<file path="config.mk">
export PLATFORM = sky130hd
export DESIGN_NAME = instr_encoder
export DESIGN_NICKNAME = d
export VERILOG_FILES = /design/src/rtl/instr_encoder.sv
export SDC_FILE = /design/constraint.sdc
export NUM_CORES = 1
export LEC_CHECK = 0
export CORE_ASPECT_RATIO = 1.4
export CORE_MARGIN = 4
export CORE_UTILIZATION = 25
export CTS_BUF_LIST = sky130_fd_sc_hd__clkbuf_8
export CTS_CLUSTER_SIZE = 20
export DETAILED_ROUTE_END_ITERATION = 10
export PLACE_DENSITY = 0.46
export SETUP_SLACK_MARGIN = 0.1
export SYNTH_ARGS = -nofsm -noshare
export SYNTH_HDL_FRONTEND = slang
export SYNTH_SLANG_ARGS = --single-unit
</file>
<file path="constraint.sdc">
create_clock -name clk -period 2.6 [get_ports clk]
set_input_delay 0.65 -clock clk [delete_from_list [all_inputs] [get_ports clk]]
set_output_delay 0.65 -clock clk [all_outputs]
set_load 0.05 [all_outputs]
</file>
<file path="src/rtl/instr_encoder.sv">
// RV32I instruction encoder: turns a field bundle into a 32-bit word behind a
// single-register valid/ready stage, tagging each word with its byte address.
module instr_encoder #(
   parameter logic [31:0] BASE_ADDR = 32'h0000_0000
) (
   input  logic        clk,
   input  logic        rst,
   input  logic        in_valid,
   output logic        in_ready,
   input  logic [2:0]  fmt,
   input  logic [6:0]  opcode,
   input  logic [2:0]  funct3,
   input  logic [6:0]  funct7,
   input  logic [4:0]  rd_addr,
   input  logic [4:0]  rs1_addr,
   input  logic [4:0]  rs2_addr,
   input  logic [31:0] imm,
   output logic        out_valid,
   input  logic        out_ready,
   output logic [31:0] out_instr,
   output logic [31:0] out_addr,
   output logic        out_err,
   output logic [7:0]  err_count
);

   typedef enum logic [2:0] {
      FMT_R = 3'd0,
      FMT_I = 3'd1,
      FMT_S = 3'd2,
      FMT_B = 3'd3,
      FMT_U = 3'd4,
      FMT_J = 3'd5
   } fmt_e;

   localparam logic [31:0] NOP_WORD = 32'h0000_0013;

   logic        out_valid_q, out_valid_d;
   logic [31:0] out_instr_q, out_instr_d;
   logic [31:0] out_addr_q,  out_addr_d;
   logic        out_err_q,   out_err_d;
   logic [7:0]  err_count_q, err_count_d;
   logic [31:0] addr_cnt_q,  addr_cnt_d;

   logic signed [31:0] imm_s;
   logic [31:0]        enc_word;
   logic               enc_err;
   logic               in_fire;
   logic               out_fire;

   assign imm_s = imm;

   // NOTE: every signal assigned in always_comb gets a default first, so no
   // path through the case can leave it unassigned and infer a latch.
   always_comb begin
      enc_word = 32'h0;
      enc_err  = 1'b0;
      case (fmt_e'(fmt))
         FMT_R: enc_word = {funct7, rs2_addr, rs1_addr, funct3, rd_addr, opcode};
         FMT_I: begin
            enc_word = {imm[11:0], rs1_addr, funct3, rd_addr, opcode};
            enc_err  = (imm_s < -32'sd2048) || (imm_s > 32'sd2047);
         end
         FMT_S: begin
            enc_word = {imm[11:5], rs2_addr, rs1_addr, funct3, imm[4:0], opcode};
            enc_err  = (imm_s < -32'sd2048) || (imm_s > 32'sd2047);
         end
         FMT_B: begin
            enc_word = {imm[12], imm[10:5], rs2_addr, rs1_addr, funct3,
                        imm[4:1], imm[11], opcode};
            enc_err  = (imm_s < -32'sd4096) || (imm_s > 32'sd4094) || imm[0];
         end
         FMT_U: begin
            enc_word = {imm[31:12], rd_addr, opcode};
            enc_err  = (imm[11:0] != 12'h000);
         end
         FMT_J: begin
            enc_word = {imm[20], imm[10:1], imm[11], imm[19:12], rd_addr, opcode};
            enc_err  = (imm_s < -32'sd1048576) || (imm_s > 32'sd1048574) || imm[0];
         end
         default: enc_err = 1'b1;
      endcase
   end

   assign in_ready = !rst && (!out_valid_q || out_ready);
   assign in_fire  = in_valid && in_ready;
   assign out_fire = out_valid_q && out_ready;

   always_comb begin
      // A word accepted alongside an output transfer takes the advanced address.
      addr_cnt_d  = out_fire ? addr_cnt_q + 32'd4 : addr_cnt_q;
      out_valid_d = out_valid_q;
      out_instr_d = out_instr_q;
      out_addr_d  = out_addr_q;
      out_err_d   = out_err_q;
      err_count_d = err_count_q;
      if (out_fire) begin
         out_valid_d = 1'b0;
      end
      if (in_fire) begin
         out_valid_d = 1'b1;
         out_instr_d = enc_err ? NOP_WORD : enc_word;
         out_addr_d  = addr_cnt_d;
         out_err_d   = enc_err;
         if (enc_err && (err_count_q != 8'hFF)) begin
            err_count_d = err_count_q + 8'd1;
         end
      end
   end

   // NOTE: sequential state uses non-blocking assignments so every flop samples
   // the pre-edge values of the others, independent of statement order.
   always_ff @(posedge clk) begin
      if (rst) begin
         out_valid_q <= 1'b0;
         out_instr_q <= 32'h0;
         out_addr_q  <= BASE_ADDR;
         out_err_q   <= 1'b0;
         err_count_q <= 8'h00;
         addr_cnt_q  <= BASE_ADDR;
      end else begin
         out_valid_q <= out_valid_d;
         out_instr_q <= out_instr_d;
         out_addr_q  <= out_addr_d;
         out_err_q   <= out_err_d;
         err_count_q <= err_count_d;
         addr_cnt_q  <= addr_cnt_d;
      end
   end

   assign out_valid = out_valid_q;
   assign out_instr = out_instr_q;
   assign out_addr  = out_addr_q;
   assign out_err   = out_err_q;
   assign err_count = err_count_q;

endmodule
</file>
# ---- After elaboration in Yosys (flattened, before gate mapping)
# Cells that the tools add are included.
dict set report classes {
  n_eq_ne 6
  n_lt_le_gt_ge 6
  mux 6
  addsub 2
  reduce_logical 17
}
# cell count
set op_table {}
lappend op_table {{$pmux 32 s6} 1}
lappend op_table {{$mux 32} 2}
lappend op_table {{$add 32x3->32 const B} 1}
lappend op_table {{$gt 32x12->1 const B} 1}
lappend op_table {{$gt 32x13->1 const B} 1}
lappend op_table {{$gt 32x21->1 const B} 1}
lappend op_table {{$lt 32x12->1 const B} 1}
lappend op_table {{$lt 32x13->1 const B} 1}
lappend op_table {{$lt 32x21->1 const B} 1}
lappend op_table {{$reduce_bool 12->1} 1}
lappend op_table {{$add 8x1->8 const B} 1}
lappend op_table {{$ne 8x8->1 const B} 1}
lappend op_table {{$eq 3x2->1 const B} 2}
lappend op_table {{$eq 3x3->1 const B} 2}
lappend op_table {{$logic_or 1x1->1} 6}
lappend op_table {{$pmux 1 s5} 1}
lappend op_table {{$logic_and 1x1->1} 4}
lappend op_table {{$eq 3x1->1 const B} 1}
lappend op_table {{$logic_not 3->1} 1}
lappend op_table {{$logic_not 1->1} 2}
lappend op_table {{$mux 1} 2}
lappend op_table {{$reduce_and 2->1} 1}
lappend op_table {{$reduce_bool 2->1} 1}
lappend op_table {{$reduce_or 2->1} 1}
dict set report word_totals {
  out_inout_bits 75
  inputBits 71
  regBits 106
  word_cells 43
}

# ---- Depth between registers and ports, before layout
# Gate-level depths: netlist of run 1.
dict set report depth {
  depth_word 6
  mapped_depth 9
  depth_no_buf 8
}

# ---- Worst setup path before layout of run 1
# Ideal clock, no wire load.
dict set report synth_path {
  path_kind {in2reg}
  startpoint {input rst}
  endpoint {register err_count_q[5] (netlist: err_count[5])}
  path_stages 7
  path_slack_ns 0.038
  setup_ns 0.070
  n_path_buf 2
  arrival_time_ns 2.492
  required_time_ns 2.530
  path_cell_list {clkbuf_1 nor2_1 and2_1 buf_2 nand2_1 or4_1 a21oi_1}
}
dict set report synth_between {
  elab_chain_len 4
}
# item line_no
set synth_lines {}
lappend synth_lines {{start: declaration} 7} ;# input logic rst,
lappend synth_lines {{$logic_not 1->1} 84} ;# assign in_ready = !rst && (!out_valid_q || out_ready);
lappend synth_lines {{$logic_and 1x1->1} 84}
lappend synth_lines {{named net in_ready} 9} ;# output logic in_ready,
lappend synth_lines {{$logic_and 1x1->1} 85} ;# assign in_fire = in_valid && in_ready;
lappend synth_lines {{$reduce_and 2->1 (no source line)} n/a}
lappend synth_lines {{end signal: assignment} 125} ;# err_count_q <= err_count_d;
lappend synth_lines {{end: declaration} 41} ;# logic [7:0] err_count_q, err_count_d;
# The timed path passes the listed nets, and every way through them passes these cells.
# A chain may end at the register's enable or synchronous reset.

# ---- Worst setup path after layout of run 1
dict set report layout_path {
  startpoint {input imm[30]}
  endpoint {register err_count_q[1] (netlist: err_count[1])}
}
dict set report layout_between {
  elab_chain_len 6
  elab_cells_between_ends 14
  cone_classes {order compare (6); mux (1); reduce/logical (7)}
}
# item line_no
set layout_lines {}
lappend layout_lines {{start: declaration} 17} ;# input logic [31:0] imm,
lappend layout_lines {{$lt 32x21->1, or another cell as far along} 78} ;# enc_err = (imm_s < -32'sd1048576) || (imm_s > 32'sd1048574) || imm[0];
lappend layout_lines {{$logic_or 1x1->1 (on tied branches) (2 in a row)} {78, 70}}
lappend layout_lines {{$pmux 1 s5 *} 57} ;# case (fmt_e'(fmt))
lappend layout_lines {{$logic_and 1x1->1 *} 104} ;# if (enc_err && (err_count_q != 8'hFF)) begin
lappend layout_lines {{$reduce_and 2->1 (no source line) *} n/a}
# Mark *: on every way between the ends. The rest lies on a longest branch, timed or not.

==> flow_summary_export.csv, run 1 <==
group,metric,value,unit
setup_path,worst-path-buf-inv,2,
power_and_ir_drop,cellLeakagePower,2.45,nW
timing,final_hold_viol_count,0,
die,fp.dieW,120,microns
setup_path,slowest_stage,"clkdlybuf4s50_1",
timing,clock_skew,9.15,ps
die,initial_utilization,0.254,
setup_path,cpLargestDelayFamily,"compound AO/OA/AOI/OAI gates",
timing,grt_setup_unrepaired,"true",
timing,maxSlewViolCount,0,
timing,fin_crit_sh,0.959,
timing,finalCriticalPeriod,2490,ps
clock_tree,tritoncts,"built",
setup_path,worstPathArrival,2770,ps
hold_path,hp-class,"flop to flop",
timing,tns,0,ps
clock_tree,clkTransAtPathRegs,100,ps
route,wl_per_cell,16.3,microns
route,routed_wl,14900,microns
placement,port_buffers,143,
route,ant_nets,0,
clock_tree,cts.path.max_buffers,2,
timing,worst_slew_margin_rel,0.551,
power_and_ir_drop,power_per_cell_area,473,mW/mm^2
timing,tightestPinTransition,671,ps
final_layout,syn_to_final_growth,51.1,%
placement,hpwl,11100,microns
synthesis,yosys_register_bits,102,
setup_path,cp_cell_sequence,"clkdlybuf4s50_1 > nor4_2 > nand3_1 > o32a_1 > o211ai_2 > a31o_4 > buf_4 > nor2_1 > mux2_2",
route,vias,4314,
clock_tree,clk-insertion-delay-late,380,ps
die,pin_count,146,
die,dieArea,0.0199,sq mm
setup_path,cp-start-kind,"input port",
power_and_ir_drop,finalPower,3.16,mW
clock_tree,root_buffer,"clkbuf_8",
global_route,grt_max_degree,60,
synthesis,syn_area,0.00442,sq mm
synthesis,syn_avg_cell_area,8.88,sq um
synthesis,synthCells,498,
die,core.rowCount,57,
clock_tree,ctsHoldBuffers,0,
synthesis,synthArstFlopShare,0,
global_route,grt_pass1_vias,4413,
setup_path,crit_type,"input port to flop",
final_layout,diodes,0,
global_route,grt_pass1_wl,23200,microns
global_route,antenna_found_initial,0,
setup_path,path_max_fanout,7,
setup_path,cp_slowest_stage_delay,460,ps
setup_path,end_kind,"flop",
synthesis,synth_flop_cell,"dfxtp_1",
global_route,grt-ovfl-total,0,
die,core_region_area,0.0174,sq mm
run,max_cap_violations,0,
clock_tree,htreeDepth,3,
clock_tree,clock-sinks,102,
die,chipHeight,165,microns
final_layout,drive_gt1_frac,0.129,
synthesis,synth_cell_types,47,
final_layout,final_nets,742,
timing,setup_viol,0,
route,drc,0,
power_and_ir_drop,vdd.ir_drop.worst,260,uV
synthesis,synth_warnings,0,
route,post_drt_via_cell_ratio,4.74,
route,drtPass1Iterations,4,
run_status,status,"finished clean",
global_route,track_usage,0.147,
setup_path,required,2870,ps
synthesis,synth-edff-count,0,
timing,max_freq,401,MHz
route,drt-initial-drc-count,271,
synthesis,yosysSeqAreaShare,0.462,
timing,whs,449,ps
clock_tree,numCtsBuffers,9,
placement,gp_congestion,0.882,
==> per-layer routing <==
| metal | GRT usage | vias up | share of wire | routed length (microns) |
|---|---|---|---|---|
| met3 | 0.0467 | 21 | 0.070 | 1050 |
| li1 | - | 2114 | - | - |
| met2 | 0.271 | 146 | 0.51 | 7580 |
| met1 | 0.154 | 2033 | 0.39 | 5820 |
| met5 | 0 | - | 0 | 0 |
| met4 | 0.0577 | 0 | 0.028 | 411 |
==> final cells by class <==
cell class	count	area [sq um]
Sequential cell	102	2040
Clock buffer	9	124
Inverter	3	11.3
Fill cell	1844	10700
Tap cell	236	295
Timing Repair Buffer	193	1850
Multi-Input combinational cell	360	2270
Clock inverter	7	90.1
==> kinds of logic (layout without fill, tap and decap cells) <==
kind of cell,count (synthesis),count (layout),synth area share
muxes,15,15,0.0345
and+or+nand+nor,195,195,0.231
DFF,102,102,0.462
buffers and inverters,37,212,0.0393
xor gates and xnor gates,29,29,0.0574
adders and majority gates,2,2,0.00566
AOI/OAI and AO/OA,117,117,0.169
other,1,2,0.000848
==> sequential cells by signal (all words and copies together) (netlist names) <==
name	flops
addr_cnt_q	30
out_addr	30
out_err	1
err_count	8
out_instr	32
out_valid	1
==> timing repair <==
item / CTS / global route
setup buffers: 0 / 1
setup endpoints to repair: 0 / 22
endpoints found under the hold margin: 0 / 0
resized for setup: 0 / 10
==> worst reg2reg max path: stages (launching register included) <==
cell	delay, ps
dfxtp_1	400
and4_1	250
and3_1	270
and4_1	290
buf_4	150
nand2_1	60
xor2_1	210
o21ai_0	100
==> final timing paths <==
path	startpoint	to	slack (ps)	depth (start not counted)
max	imm[30]	err_count[1]	110	9
min	out_addr[31]	out_addr[31]	450	2
max reg2reg	addr_cnt_q[8]	out_addr[25]	770	7
min reg2reg	out_addr[31]	out_addr[31]	450	2
==> stage by stage <==
step / std cells / util / instance area, sq um / setup WS [ps]
after global routing: 910 / 0.384 / 6680 / 40.5
after floorplan: 499 / - / 4430 / 294
after global placement: 893 / 0.368 / 6410 / -230
final: 910 / 0.384 / 6680 / 106
after CTS: 909 / 0.381 / 6620 / 160
after detailed placement: 893 / 0.368 / 6410 / -249
==> Yosys cell counts, types with 2 or more instances <==
master | n | area, sq um
inv_1 | 3 | 11.3
nand3_1 | 14 | 70.1
a2bb2oi_1 | 4 | 35.0
xor2_1 | 20 | 175
nand2b_1 | 4 | 25.0
xnor2_1 | 9 | 78.8
dfxtp_1 | 102 | 2040
or3_1 | 2 | 12.5
mux2i_1 | 13 | 130
and4_1 | 4 | 35.0
a21oi_1 | 10 | 50.1
and3_1 | 9 | 56.3
o22ai_1 | 6 | 37.5
a22oi_1 | 22 | 165
o21ai_1 | 9 | 45.0
ha_1 | 2 | 25.0
nand4_1 | 15 | 93.8
nor4_1 | 8 | 50.1
nand3b_1 | 25 | 188
o31ai_1 | 3 | 22.5
and2_1 | 4 | 25.0
nor2b_1 | 6 | 37.5
a22o_1 | 10 | 87.6
buf_4 | 2 | 15.0
buf_1 | 2 | 7.51
buf_6 | 3 | 33.8
nor3_1 | 5 | 25.0
mux2_2 | 2 | 22.5
buf_2 | 4 | 20.0
nor2_1 | 49 | 184
clkbuf_1 | 23 | 86.3
o21ai_0 | 46 | 230
nand2_1 | 44 | 165
==> power by group <==
group	total, mW	internal, mW	switching, mW
sequential	1.59	1.58	0.0125
clock	1.09	0.539	0.555
combinational	0.472	0.225	0.247
==> cells in the final DEF, fill, tap and decap left out, drive strengths merged, types with 10 or more instances in the layout <==
master and n:
a21oi 10, dfxtp 102, mux2i 13, a22o 10
nor2 49, o21ai 55, a22oi 22, nand3 15
nand3b 25, buf 52, clkdlybuf4s50 140, nand2 45
xor2 20, nand4 15
Power figures use the tool's default switching activity.
==> run 2, diff against run 1 <==
==> constraint.sdc (replaced) <==
create_clock -name clk -period 3.05 [get_ports clk]
set_input_delay 0.7625 -clock clk [delete_from_list [all_inputs] [get_ports clk]]
set_output_delay 0.7625 -clock clk [all_outputs]
set_load 0.05 [all_outputs]
==> flow_summary_export.csv, run 2 (same netlist as run 1, synthesis figures left out) <==
group,metric,value,unit
setup_path,r2r_end,"out_addr[26]",
final_layout,final_common_cell,"clkdlybuf4s50_1",
global_route,antenna_found_initial,0,
global_route,grt_pass1_vias,4249,
route,wl_per_cell,17.0,microns
clock_tree,ctsHoldBuffers,0,
hold_path,hp-class,"flop to flop",
timing,worst_slew_margin_rel,0.543,
power_and_ir_drop,cellLeakagePower,2.27,nW
route,vias,4190,
final_layout,final_nets,713,
final_layout,diodes,0,
placement,hpwl,11300,microns
power_and_ir_drop,power_per_cell_area,414,mW/mm^2
timing,worst_slack,476,ps
placement,port_buffers,143,
global_route,grt-ovfl-total,0,
setup_path,cp_slowest_stage_delay,470,ps
clock_tree,numCtsBuffers,9,
run_status,status,"finished clean",
die,fp.dieW,120,microns
route,drc,0,
timing,max_freq,389,MHz
setup_path,end_kind,"flop",
setup_path,crit_type,"input port to flop",
setup_path,r2r_start,"addr_cnt_q[8]",
clock_tree,clock-sinks,102,
clock_tree,cts.path.max_buffers,2,
placement,dp_slack,81.0,ps
timing,setup_viol,0,
timing,clock_skew,8.96,ps
global_route,track_usage,0.147,
clock_tree,root_buffer,"clkbuf_8",
setup_path,r2r_slack,1130,ps
power_and_ir_drop,vdd.ir_drop.worst,211,uV
final_layout,n_fill_cell,1808,
timing,tightestPinTransition,683,ps
timing,grt_setup_unrepaired,"false",
die,core_region_area,0.0174,sq mm
die,core.rowCount,57,
placement,gp_congestion,0.863,
timing,fin_crit_sh,0.844,
final_layout,mostFrequentLayoutCells,"141 x clkdlybuf4s50_1, 102 x dfxtp_1, 48 x nor2_1",
clock_tree,cts_setup_buffers,0,
setup_path,path_max_fanout,20,
setup_path,worstPathArrival,2830,ps
timing,whs,448,ps
final_layout,drive_gt1_frac,0.0745,
global_route,grt_max_degree,70,
setup_path,reg2regPathDepth,6,
die,pin_count,146,
die,initial_utilization,0.254,
route,drt-initial-drc-count,162,
route,post_drt_via_cell_ratio,4.76,
final_layout,largest_reg_flops,32,
setup_path,cp_cell_sequence,"clkdlybuf4s50_1 > nor4_1 > nand3_1 > o32a_1 > o211ai_2 > a31o_4 > nand2_2 > buf_12 > a2bb2oi_1",
clock_tree,clkTransAtPathRegs,90,ps
clock_tree,cts_resized,0,
timing,tns,0,ps
global_route,grt_pass1_wl,22900,microns
clock_tree,tritoncts,"built",
setup_path,required,3310,ps
clock_tree,htreeDepth,3,
final_layout,syn_to_final_growth,44.4,%
route,ant_nets,0,
run,max_cap_violations,0,
route,drtPass1Iterations,5,
die,chipHeight,165,microns
clock_tree,clk-insertion-delay-late,370,ps
setup_path,cp-startpoint,"imm[31]",
setup_path,critical_path.endpoint,"out_instr[4]",
route,routed_wl,14900,microns
setup_path,cp-start-kind,"input port",
setup_path,slowest_stage,"clkdlybuf4s50_1",
timing,final_hold_viol_count,0,
timing,finalCriticalPeriod,2570,ps
timing,maxSlewViolCount,0,
die,dieArea,0.0199,sq mm
==> run 2: cell count changes in the layout (fill, tap and decap cells not counted), sizes merged <==
cell	previous run	this run
buf	52	23
clkdlybuf4s50	140	141
clkinv	2	1
clkinvlp	0	1
dlymetal6s2s	1	0
inv	6	5
==> run 2: per-layer routing <==
| layer | vias up | GRT usage | wire length (microns) |
|---|---|---|---|
| li1 | 2055 | - | - |
| met1 | 1966 | 0.161 | 6040 |
| met2 | 141 | 0.265 | 7470 |
| met3 | 28 | 0.0405 | 952 |
| met4 | 0 | 0.0655 | 463 |
| met5 | - | 0 | 0 |
==> run 2: layout make-up <==
class,instances,area (sq um),share of cell area
clock buffers,9,124,0.0194
clock inverters,6,80.1,0.0125
inverters,3,11.3,0.00176
multi-input cells,360,2220,0.347
flip-flops and latches,102,2040,0.320
well taps,236,295,0.0462
repair buffers,164,1620,0.253
==> run 2: worst min path at each step <==
stage	end	cells past startpoint	slack [ps]	from
global route	out_addr[31]	2	460	out_addr[31]
detailed placement	out_addr[31]	2	440	out_addr[31]
CTS	out_addr[31]	2	450	out_addr[31]
floorplan	addr_cnt_q[31]	2	480	addr_cnt_q[31]
finish	out_addr[31]	2	450	out_addr[31]
global placement	out_instr[7]	2	440	out_instr[7]
==> run 2: through the flow <==
step	utilization	instance area (sq um)	power, mW	cells
final	0.367	6390	2.64	880
after global routing	0.367	6390	2.77	880
after CTS	0.367	6390	2.70	880
after detailed placement	0.355	6180	1.76	865
after global placement	0.355	6180	1.76	865
after floorplan	-	4430	1.57	499
==> run 2: worst max-delay path, delay by kind of cell <==
kind	cells	cell delay, ps
buf+inv	2	650
simple gates	3	610
compound gates	4	790
==> run 2: power breakdown <==
| part | leakage, nW | internal [mW] | switching, mW |
|---|---|---|---|
| Sequential | 0.824 | 1.35 | 0.0110 |
| Combinational | 1.34 | 0.170 | 0.202 |
| Clock | 0.108 | 0.451 | 0.464 |
| Total | 2.27 | 1.97 | 0.676 |
